[config.mk]
export PLATFORM = sky130hd
export DESIGN_NAME = fifo_bus_initiator
export DESIGN_NICKNAME = d
export VERILOG_FILES = /design/src/rtl/fifo_bus_pkg.sv /design/src/rtl/fifo_bus_initiator.sv
export SDC_FILE = /design/constraint.sdc
export NUM_CORES = 1
export LEC_CHECK = 0
export ABC_CLOCK_PERIOD_IN_PS = 4600
export CAP_MARGIN = 20
export CORE_ASPECT_RATIO = 0.8
export CORE_MARGIN = 10
export CORE_UTILIZATION = 45
export CTS_BUF_LIST = sky130_fd_sc_hd__clkbuf_4
export DETAILED_ROUTE_END_ITERATION = 10
export PLACE_DENSITY_LB_ADDON = 0.1
export SYNTH_ARGS = -nofsm -noshare
export SYNTH_HDL_FRONTEND = slang
export SYNTH_SLANG_ARGS = --single-unit
[constraint.sdc]
create_clock -name clk -period 4.6 [get_ports clk]
set_clock_uncertainty 0.15 [all_clocks]
set_input_delay 1.38 -clock clk [delete_from_list [all_inputs] [get_ports clk]]
set_output_delay 1.38 -clock clk [all_outputs]
set_load 0.01 [all_outputs]
[src/rtl/fifo_bus_pkg.sv]
// -----------------------------------------------------------------------------
// fifo_bus_pkg
// Shared constants and types for the FIFO-target bus initiator.
//   - Register-bus addresses of the FIFO target (FIFO data, STAT, MEM).
//   - STAT register bit positions and the sticky-flag clear command.
//   - FSM state and access-intent enumerations.
// -----------------------------------------------------------------------------
package fifo_bus_pkg;

   localparam logic [1:0] ADDR_FIFO = 2'd0;
   localparam logic [1:0] ADDR_STAT = 2'd1;
   localparam logic [1:0] ADDR_MEM  = 2'd2;

   localparam int STAT_EMPTY = 0;
   localparam int STAT_FULL  = 1;
   localparam int STAT_OVF   = 2;
   localparam int STAT_UNF   = 3;
   localparam int STAT_CLR   = 4;

   // Writing this to STAT clears the sticky overflow/underflow flags.
   localparam logic [7:0] CLR_CMD = 8'h10;

   typedef enum logic [2:0] {
      IDLE,
      POLL,
      WRITE,
      READ,
      RDW,
      OUT,
      CLEAR
   } state_t;

   typedef enum logic {
      WR,
      RD
   } intent_t;

endpackage

[src/rtl/fifo_bus_initiator.sv]
// -----------------------------------------------------------------------------
// fifo_bus_initiator
// Drives the enable/addr/write/read/wdata register bus of a FIFO target.
// Bytes from the input stream are pushed into the target FIFO (addr 0); on a
// drain request the target FIFO is emptied onto the output stream. STAT
// (addr 1) is polled before every data access, and sticky overflow/underflow
// flags are cleared with a STAT write.
//
// Parameters
//   RD_LAT    cycles from a FIFO read strobe to valid bus_rdata (0 = same cycle)
//   POLL_MAX  consecutive full polls before err_timeout is raised
//
// Ports
//   clk, rst_n                    clock, asynchronous active-low reset
//   in_valid/in_data/in_ready     byte stream into the target FIFO
//   out_valid/out_data/out_ready  drained byte stream
//   drain_req/drain_done          drain request pulse / drain complete pulse
//   busy                          FSM active or drain pending
//   err_flag, err_timeout         sticky error indications (reset clears)
//   bus_enable/addr/write/read/wdata, bus_rdata, bus_resp   target bus
//
// Optional build macro FIFO_INIT_STATS_EN adds wr_count/rd_count outputs
// (bytes written to the target / bytes handed to the sink, 16-bit wrapping).
// -----------------------------------------------------------------------------
module fifo_bus_initiator
   import fifo_bus_pkg::*;
#(
   parameter int RD_LAT   = 1,
   parameter int POLL_MAX = 16
) (
   input  logic       clk,
   input  logic       rst_n,
   input  logic       in_valid,
   input  logic [7:0] in_data,
   output logic       in_ready,
   output logic       out_valid,
   output logic [7:0] out_data,
   input  logic       out_ready,
   input  logic       drain_req,
   output logic       drain_done,
   output logic       busy,
   output logic       err_flag,
   output logic       err_timeout,
   output logic       bus_enable,
   output logic [1:0] bus_addr,
   output logic       bus_write,
   output logic       bus_read,
   output logic [7:0] bus_wdata,
   input  logic [7:0] bus_rdata,
   input  logic       bus_resp
`ifdef FIFO_INIT_STATS_EN
   ,
   output logic [15:0] wr_count,
   output logic [15:0] rd_count
`endif
);

   localparam int PCW = $clog2(POLL_MAX + 1);
   localparam int LCW = (RD_LAT < 1) ? 1 : $clog2(RD_LAT + 1);

   state_t           state_reg;
   intent_t          intent_reg;
   logic             drain_pend_reg;
   logic             drain_done_reg;
   logic             err_flag_reg;
   logic             err_timeout_reg;
   logic [PCW-1:0]   poll_cnt_reg;
   logic [LCW-1:0]   lat_cnt_reg;
   logic [7:0]       out_data_reg;

   // The MEM region is never accessed, so its response carries no information.
   logic resp_unused;
   assign resp_unused = bus_resp;

   // -------------------------------------------------------------------------
   // Main FSM
   // -------------------------------------------------------------------------
   always_ff @(posedge clk or negedge rst_n) begin
      if (!rst_n) begin
         state_reg       <= IDLE;
         intent_reg      <= WR;
         drain_pend_reg  <= 1'b0;
         drain_done_reg  <= 1'b0;
         err_flag_reg    <= 1'b0;
         err_timeout_reg <= 1'b0;
         poll_cnt_reg    <= '0;
         lat_cnt_reg     <= '0;
         out_data_reg    <= 8'h00;
      end else begin
         drain_done_reg <= 1'b0;
         if (drain_req) begin
            drain_pend_reg <= 1'b1;
         end

         case (state_reg)
            IDLE: begin
               // A pending drain wins over a waiting input byte.
               if (drain_pend_reg) begin
                  intent_reg <= RD;
                  state_reg  <= POLL;
               end else if (in_valid) begin
                  intent_reg <= WR;
                  state_reg  <= POLL;
               end
            end

            POLL: begin
               if (bus_rdata[STAT_OVF] || bus_rdata[STAT_UNF]) begin
                  err_flag_reg <= 1'b1;
                  state_reg    <= CLEAR;
               end else if (intent_reg == WR) begin
                  if (bus_rdata[STAT_FULL]) begin
                     // Back off to IDLE and retry; count consecutive full polls.
                     state_reg <= IDLE;
                     if (poll_cnt_reg >= PCW'(POLL_MAX - 1)) begin
                        poll_cnt_reg    <= PCW'(POLL_MAX);
                        err_timeout_reg <= 1'b1;
                     end else begin
                        poll_cnt_reg <= poll_cnt_reg + 1'b1;
                     end
                  end else begin
                     poll_cnt_reg <= '0;
                     state_reg    <= WRITE;
                  end
               end else begin
                  if (bus_rdata[STAT_EMPTY]) begin
                     drain_done_reg <= 1'b1;
                     // A request arriving in this very cycle starts a new drain.
                     drain_pend_reg <= drain_req;
                     state_reg      <= IDLE;
                  end else begin
                     state_reg <= READ;
                  end
               end
            end

            WRITE: begin
               state_reg <= IDLE;
            end

            READ: begin
               if (RD_LAT == 0) begin
                  out_data_reg <= bus_rdata;
                  state_reg    <= OUT;
               end else begin
                  lat_cnt_reg <= LCW'(RD_LAT);
                  state_reg   <= RDW;
               end
            end

            RDW: begin
               lat_cnt_reg <= lat_cnt_reg - 1'b1;
               if (lat_cnt_reg == LCW'(1)) begin
                  out_data_reg <= bus_rdata;
                  state_reg    <= OUT;
               end
            end

            OUT: begin
               if (out_ready) begin
                  intent_reg <= RD;
                  state_reg  <= POLL;
               end
            end

            CLEAR: begin
               state_reg <= IDLE;
            end

            default: begin
               state_reg <= IDLE;
            end
         endcase
      end
   end

   // -------------------------------------------------------------------------
   // Moore output decode from the registered state
   // -------------------------------------------------------------------------
   always_comb begin
      bus_enable = 1'b0;
      bus_addr   = ADDR_FIFO;
      bus_write  = 1'b0;
      bus_read   = 1'b0;
      bus_wdata  = 8'h00;
      in_ready   = 1'b0;
      case (state_reg)
         POLL: begin
            bus_enable = 1'b1;
            bus_addr   = ADDR_STAT;
            bus_read   = 1'b1;
         end
         WRITE: begin
            bus_enable = 1'b1;
            bus_addr   = ADDR_FIFO;
            bus_write  = 1'b1;
            bus_wdata  = in_data;
            in_ready   = 1'b1;
         end
         READ: begin
            bus_enable = 1'b1;
            bus_addr   = ADDR_FIFO;
            bus_read   = 1'b1;
         end
         CLEAR: begin
            bus_enable = 1'b1;
            bus_addr   = ADDR_STAT;
            bus_write  = 1'b1;
            bus_wdata  = CLR_CMD;
         end
         default: begin
         end
      endcase
   end

   assign out_valid   = (state_reg == OUT);
   assign out_data    = out_data_reg;
   assign drain_done  = drain_done_reg;
   assign busy        = (state_reg != IDLE) || drain_pend_reg;
   assign err_flag    = err_flag_reg;
   assign err_timeout = err_timeout_reg;

`ifdef FIFO_INIT_STATS_EN
   // -------------------------------------------------------------------------
   // Transfer statistics
   // -------------------------------------------------------------------------
   logic [15:0] wr_count_reg;
   logic [15:0] rd_count_reg;

   always_ff @(posedge clk or negedge rst_n) begin
      if (!rst_n) begin
         wr_count_reg <= 16'h0000;
         rd_count_reg <= 16'h0000;
      end else begin
         if (state_reg == WRITE) begin
            wr_count_reg <= wr_count_reg + 16'h0001;
         end
         if ((state_reg == OUT) && out_ready) begin
            rd_count_reg <= rd_count_reg + 16'h0001;
         end
      end
   end

   assign wr_count = wr_count_reg;
   assign rd_count = rd_count_reg;
`endif

endmodule

==> flow_summary_export.csv, run 1 <==
group,metric,value,unit
run_status,status,"finished clean",
global_routing,track_usage,0.103,
timing,tightestPinTransition,0.957,ns
clock_tree,cts.clk_slew.worst_paths,0.12,ns
clock_tree,cts_buffers,3,
logic_synthesis,synth_top_area_frac,0.493,
placed_design,port-buffer-count,46,
global_routing,grt_start_max_net_pins,23,
setup_path,cp.required,3.07,ns
logic_synthesis,synth_common_cells,"22 x dfrtp_1, 9 x mux2_2, 9 x nor2_1, 8 x nand2_1",
clock_tree,clk_latency,0.30,ns
logic_synthesis,synth_area_per_cell,10.1,um^2
logic_synthesis,yosysSeqAreaShare,0.493,
detailed_routing,drcViolationCount,0,
logic_synthesis,synth_edf_count,0,
timing,clock.fmax,248,MHz
logic_synthesis,syn_nets,134,
finish,largest_reg_flops,8,
detailed_routing,routedWlPerCell,14.5,um
clock_tree,cts_htree_levels,1,
logic_synthesis,synth_cell_type_count,36,
clock_tree,cts_buffer_depth,2,
finish,nFillCells,189,
global_routing,grt_pass1_wl,3990,um
detailed_routing,viasPerCell,5.25,
power_and_ir_drop,power.density,542,nW/um^2
logic_synthesis,async_flop_share,1.00,
logic_synthesis,synthFlopType,"dfrtp_1",
detailed_routing,wl,2630,um
timing,slew_viol_final,0,
clock_tree,cts_sinks,22,
logic_synthesis,synth_top_cell_by_area,"dfrtp_1",
worst_hold_path,hold_depth,1,
setup_path,end_kind,"output pin",
floorplan,start_util,0.465,
detailed_routing,ant_nets,0,
placed_design,dpl_worst_slack,0.565,ns
logic_synthesis,syn_inst,110,
floorplan,coreArea,2400,um^2
floorplan,io_pins,49,
logic_synthesis,yosysMostFrequentCell,"dfrtp_1",
timing,finalSetupViolations,0,
power_and_ir_drop,combPwrFrac,0.462,
logic_synthesis,ys_warn_count,0,
placed_design,dp_hpwl,2090,um
clock_tree,cts_setup_buffers,0,
clock_tree,cts_resized,0,
clock_tree,ctsHoldBuffers,0,
finish,finalNetCount,180,
timing,timing.final.crit_period,4.04,ns
setup_path,worst-setup-path-type,"input port to output pin",
power_and_ir_drop,power.leakage,0.000728,uW
timing,post-route-period-util,0.877,
logic_synthesis,ys_ff_latch,22,
global_routing,grt_pass1_vias,928,
job,drv_cap,0,
logic_synthesis,synth_area,1120,um^2
setup_path,timing.critical_path.from_type,"input port",
timing,final.setup.tns,0,ns
logic_synthesis,synth_area_leaders,"dfrtp_1 49%, mux2_2 9.1%, and2_1 3.9%, nor2_1 3.0%, o21ai_0 2.7%",
detailed_routing,drtPass1Iterations,4,
floorplan,die_x,75.7,um
power_and_ir_drop,ir_drop,0.437,mV
setup_path,ff2ff_path_depth,3,
finish,n_antenna_cell,0,
setup_path,cp_max_fo,1,
power_and_ir_drop,p_sw_frac,0.335,
finish,areaGrowthSynthToFinish,46.9,%
timing,grt_setup_unrepaired,"false",
global_routing,antenna_found_initial,0,
timing,fin_ws,0.564,ns
timing,finalHoldViolCount,0,
clock_tree,tritoncts,"done",
worst_hold_path,hold_class,"flop to flop",
floorplan,die_h,64.5,um
global_routing,grt-ovfl-total,0,
detailed_routing,vias,955,
timing,hold_slack,0.329,ns
placed_design,gp_congestion,0.825,
power_and_ir_drop,power_switching,297,uW
detailed_routing,drt_iter0_markers,27,
finish,layout-drive-gt1-share,0.116,
timing,maxSlewHeadroom,0.360,
power_and_ir_drop,seqPwrFrac,0.375,
setup_path,arrival,2.51,ns
clock_tree,root_buffer,"clkbuf_4",
power_and_ir_drop,p_clk_frac,0.163,
floorplan,rows,16,
floorplan,dieArea,4880,um^2
power_and_ir_drop,intPower,591,uW
-- path summary, 6_finish.rpt --
kind | endpoint | startpoint | slack, ns
min in group asynchronous | poll_cnt_reg[3]$_DFFE_PN0P_ | rst_n | 1.44
max | bus_wdata[4] | in_data[4] | 0.56
max reg2reg | out_data[4]$_DFFE_PN0P_ | state_reg[2]$_DFFE_PN0P_ | 2.50
min reg2reg | err_timeout$_DFFE_PN0P_ | err_timeout$_DFFE_PN0P_ | 0.33
max in group asynchronous | state_reg[1]$_DFFE_PN0P_ | rst_n | 2.28
min | err_timeout$_DFFE_PN0P_ | err_timeout$_DFFE_PN0P_ | 0.33
-- cells by family (layout without fill, tap and decap cells) --
kind of cell / after synthesis / after routing / synth area share
fa+ha+maj: 2 / 2 / 0.0224
other cells: 1 / 1 / 0.00336
buf+inv: 12 / 57 / 0.0448
simple gates: 43 / 43 / 0.223
flops: 22 / 22 / 0.493
compound gates: 21 / 21 / 0.122
mux: 9 / 9 / 0.0908
-- cell usage in the layout (no fill, tap or decap), drive strengths merged, types with 2 or more instances in the layout --
cell	n
nand2b	2
a21oi	4
or3b	2
clkbuf	3
nand3	3
nand2	8
clkdlybuf4s50	46
and2	7
dfrtp	22
nor3	2
a22o	2
inv	7
o21ai	6
nor4	2
nor2	11
ha	2
o21bai	2
mux2	9
-- layout make-up --
cell class / instances / area, um^2 / share of cell area
Inverter: 7 / 26.3 / 0.0160
Clock inverter: 1 / 30.0 / 0.0183
Multi-Input combinational cell: 76 / 515 / 0.315
Sequential cell: 22 / 551 / 0.336
Tap cell: 27 / 33.8 / 0.0206
Timing Repair Buffer: 46 / 460 / 0.281
Clock buffer: 3 / 22.5 / 0.0137
-- worst max-delay path: stages --
cell	delay, ns
clkdlybuf4s50_1	0.46
nor2_1	0.04
nor2_1	0.09
clkdlybuf4s50_1	0.54
-- power groups by stage --
stage          Clock (uW)  Sequential, uW  Combinational (uW)
2_1_floorplan           0             326                 223
3_3_place_gp            0             334                 410
3_5_place_dp            0             336                 416
4_1_cts               151             333                 420
5_1_grt               160             345                 453
6_report              145             333                 411
-- metal layers --
layer,part of all wire,track usage
met2,0.42,0.157
met1,0.42,0.112
met4,0.0049,0.0278
met5,0,0
met3,0.15,0.0731
-- through the flow --
step	power (uW)	instances	cell area (um^2)	utilization
6_report	889	182	1640	0.682
5_1_grt	959	182	1640	0.682
4_1_cts	904	182	1640	0.682
3_5_place_dp	752	178	1590	0.660
3_3_place_gp	744	178	1590	0.660
2_1_floorplan	549	110	1120	-
(Power assumes the default switching activity.)
==> run 2: changes to the inputs <==
- PLACE_DENSITY: unset -> 0.85
- PLACE_DENSITY_LB_ADDON: 0.1 -> unset
==> run 2 against run 1 <==
Against the previous run:
- maximum frequency decreased by 0.11%
- total power shrank 5.3%
- register-to-register slack got worse by 0.03 ns
- hold slack lost 0.0049 ns
- routed wire length is 14% higher
- die area unchanged
- cell area down 1.6%
- utilization decreased by 1.1 points
==> flow_summary_export.csv, run 2 (synthesis results as in run 1) <==
group,metric,value,unit
detailed_routing,drt_iter0_markers,47,
setup_path,crit_slowest_cell,"clkdlybuf4s50_1",
global_routing,grt-ovfl-total,0,
floorplan,io_pins,49,
timing,final.setup.tns,0,ns
global_routing,grt_pass1_wl,4600,um
placed_design,dp_hpwl,2470,um
global_routing,globalRouteMet3Util,0.0746,
finish,nFillCells,187,
global_routing,grt-busiest-layer,"met2",
setup_path,timing.critical_path.from_type,"input port",
setup_path,cp.depth,4,
timing,slew_viol_final,0,
setup_path,cp.required,3.07,ns
placed_design,gp_congestion,0.775,
detailed_routing,drtPass1Iterations,4,
timing,grt_setup_unrepaired,"false",
floorplan,die_x,75.7,um
job,drv_cap,0,
finish,areaGrowthSynthToFinish,44.5,%
global_routing,grt_pass1_vias,930,
finish,final_common_cell,"clkdlybuf4s50_1",
global_routing,antenna_found_initial,0,
detailed_routing,ant_nets,0,
floorplan,dieArea,4880,um^2
power_and_ir_drop,power.leakage,0.000715,uW
floorplan,coreArea,2400,um^2
detailed_routing,vias,984,
finish,instances_no_fill,182,
setup_path,critPathTopFamily,"buffers and inverters",
floorplan,start_util,0.465,
timing,timing.final.crit_period,4.04,ns
clock_tree,ctsHoldBuffers,0,
power_and_ir_drop,power.density,522,nW/um^2
clock_tree,cts_buffers,3,
finish,seq_area,551,um^2
worst_hold_path,hold_depth,1,
global_routing,use_met2,0.191,
floorplan,die_h,64.5,um
clock_tree,root_buffer,"clkbuf_4",
detailed_routing,routedWlPerCell,16.5,um
finish,layout-drive-gt1-share,0.110,
clock_tree,tritoncts,"done",
placed_design,dp.cells,178,
floorplan,rows,16,
clock_tree,cts.clk_slew.worst_paths,0.11,ns
clock_tree,cts_htree_levels,1,
finish,n_antenna_cell,0,
global_routing,grt_start_max_net_pins,23,
timing,finalSetupViolations,0,
finish,finalNetCount,180,
detailed_routing,wl,3000,um
timing,finalHoldViolCount,0,
clock_tree,cts_sinks,22,
setup_path,worst-path-buf-inv,2,
finish,multi_input_area,515,um^2
setup_path,cp_cell_sequence,"clkdlybuf4s50_1 > nor2_1 > nor2_1 > clkdlybuf4s50_1",
detailed_routing,drcViolationCount,0,
worst_hold_path,hold_class,"flop to flop",
detailed_routing,viasPerCell,5.41,
timing,maxSlewHeadroom,0.354,
setup_path,worst-setup-path-type,"input port to output pin",
clock_tree,cts_buffer_depth,2,
clock_tree,cts_setup_buffers,0,
clock_tree,clk_latency,0.30,ns
timing,clock.fmax,248,MHz
setup_path,slowest_delay,0.54,ns
setup_path,end_kind,"output pin",
finish,layout_common_cells,"46 x clkdlybuf4s50_1, 22 x dfrtp_1, 9 x nor2_1, 9 x mux2_2, 8 x nand2_1",
power_and_ir_drop,ir_drop,0.360,mV
timing,tightestPinTransition,0.965,ns
clock_tree,cts_resized,0,
placed_design,port-buffer-count,46,
timing,post-route-period-util,0.878,
setup_path,arrival,2.51,ns
setup_path,ff2ff_path_depth,4,
global_routing,track_usage,0.119,
setup_path,cp_max_fo,1,
run_status,status,"finished clean",
finish,largest_reg_flops,8,
global_routing,grt_use_met1,0.135,
## run 2: cell count changes in the layout (fill, tap and decap cells not counted)
cell,previous run,this run
bufinv_16,1,0
clkinv_1,0,1
## run 2: final cells by class
| class | count | area share |
|---|---|---|
| inverters | 7 | 0.0163 |
| multi-input cells | 76 | 0.320 |
| clock buffers | 3 | 0.0140 |
| well taps | 27 | 0.0209 |
| clock inverters | 1 | 0.00233 |
| flip-flops and latches | 22 | 0.341 |
| repair buffers | 46 | 0.285 |
## run 2: path summary, 6_finish.rpt
kind / from / to / slack [ns]
setup / recovery: in_data[4] / bus_wdata[4] / 0.56
hold / removal: err_timeout$_DFFE_PN0P_ / err_timeout$_DFFE_PN0P_ / 0.32
setup reg to reg: state_reg[2]$_DFFE_PN0P_ / poll_cnt_reg[1]$_DFFE_PN0P_ / 2.47
hold reg to reg: err_timeout$_DFFE_PN0P_ / err_timeout$_DFFE_PN0P_ / 0.32
max in group asynchronous: rst_n / out_data[6]$_DFFE_PN0P_ / 2.27
min in group asynchronous: rst_n / out_data[1]$_DFFE_PN0P_ / 1.45
## run 2: per-stage QoR
stage,hold slack (ns),setup slack (ns),util,area (um^2),total power [uW]
final,0.324,0.560,0.671,1610,842
after global routing,0.355,0.511,0.671,1610,904
after CTS,0.333,0.552,0.671,1610,850
after detailed placement,0.307,0.553,0.660,1590,763
after global placement,0.295,0.561,0.660,1590,743
after floorplan,0.343,1.50,-,1120,549
## run 2: where the power goes
part,internal [uW],switching (uW)
clock network,31.6,55.1
registers,262,75.6
logic,242,176
total,535,307
## run 2: layer usage
metal / up-vias / part of all wire
li1: 471 / -
met1: 465 / 0.41
met2: 48 / 0.45
met3: 0 / 0.14
met4: 0 / 0
met5: - / 0
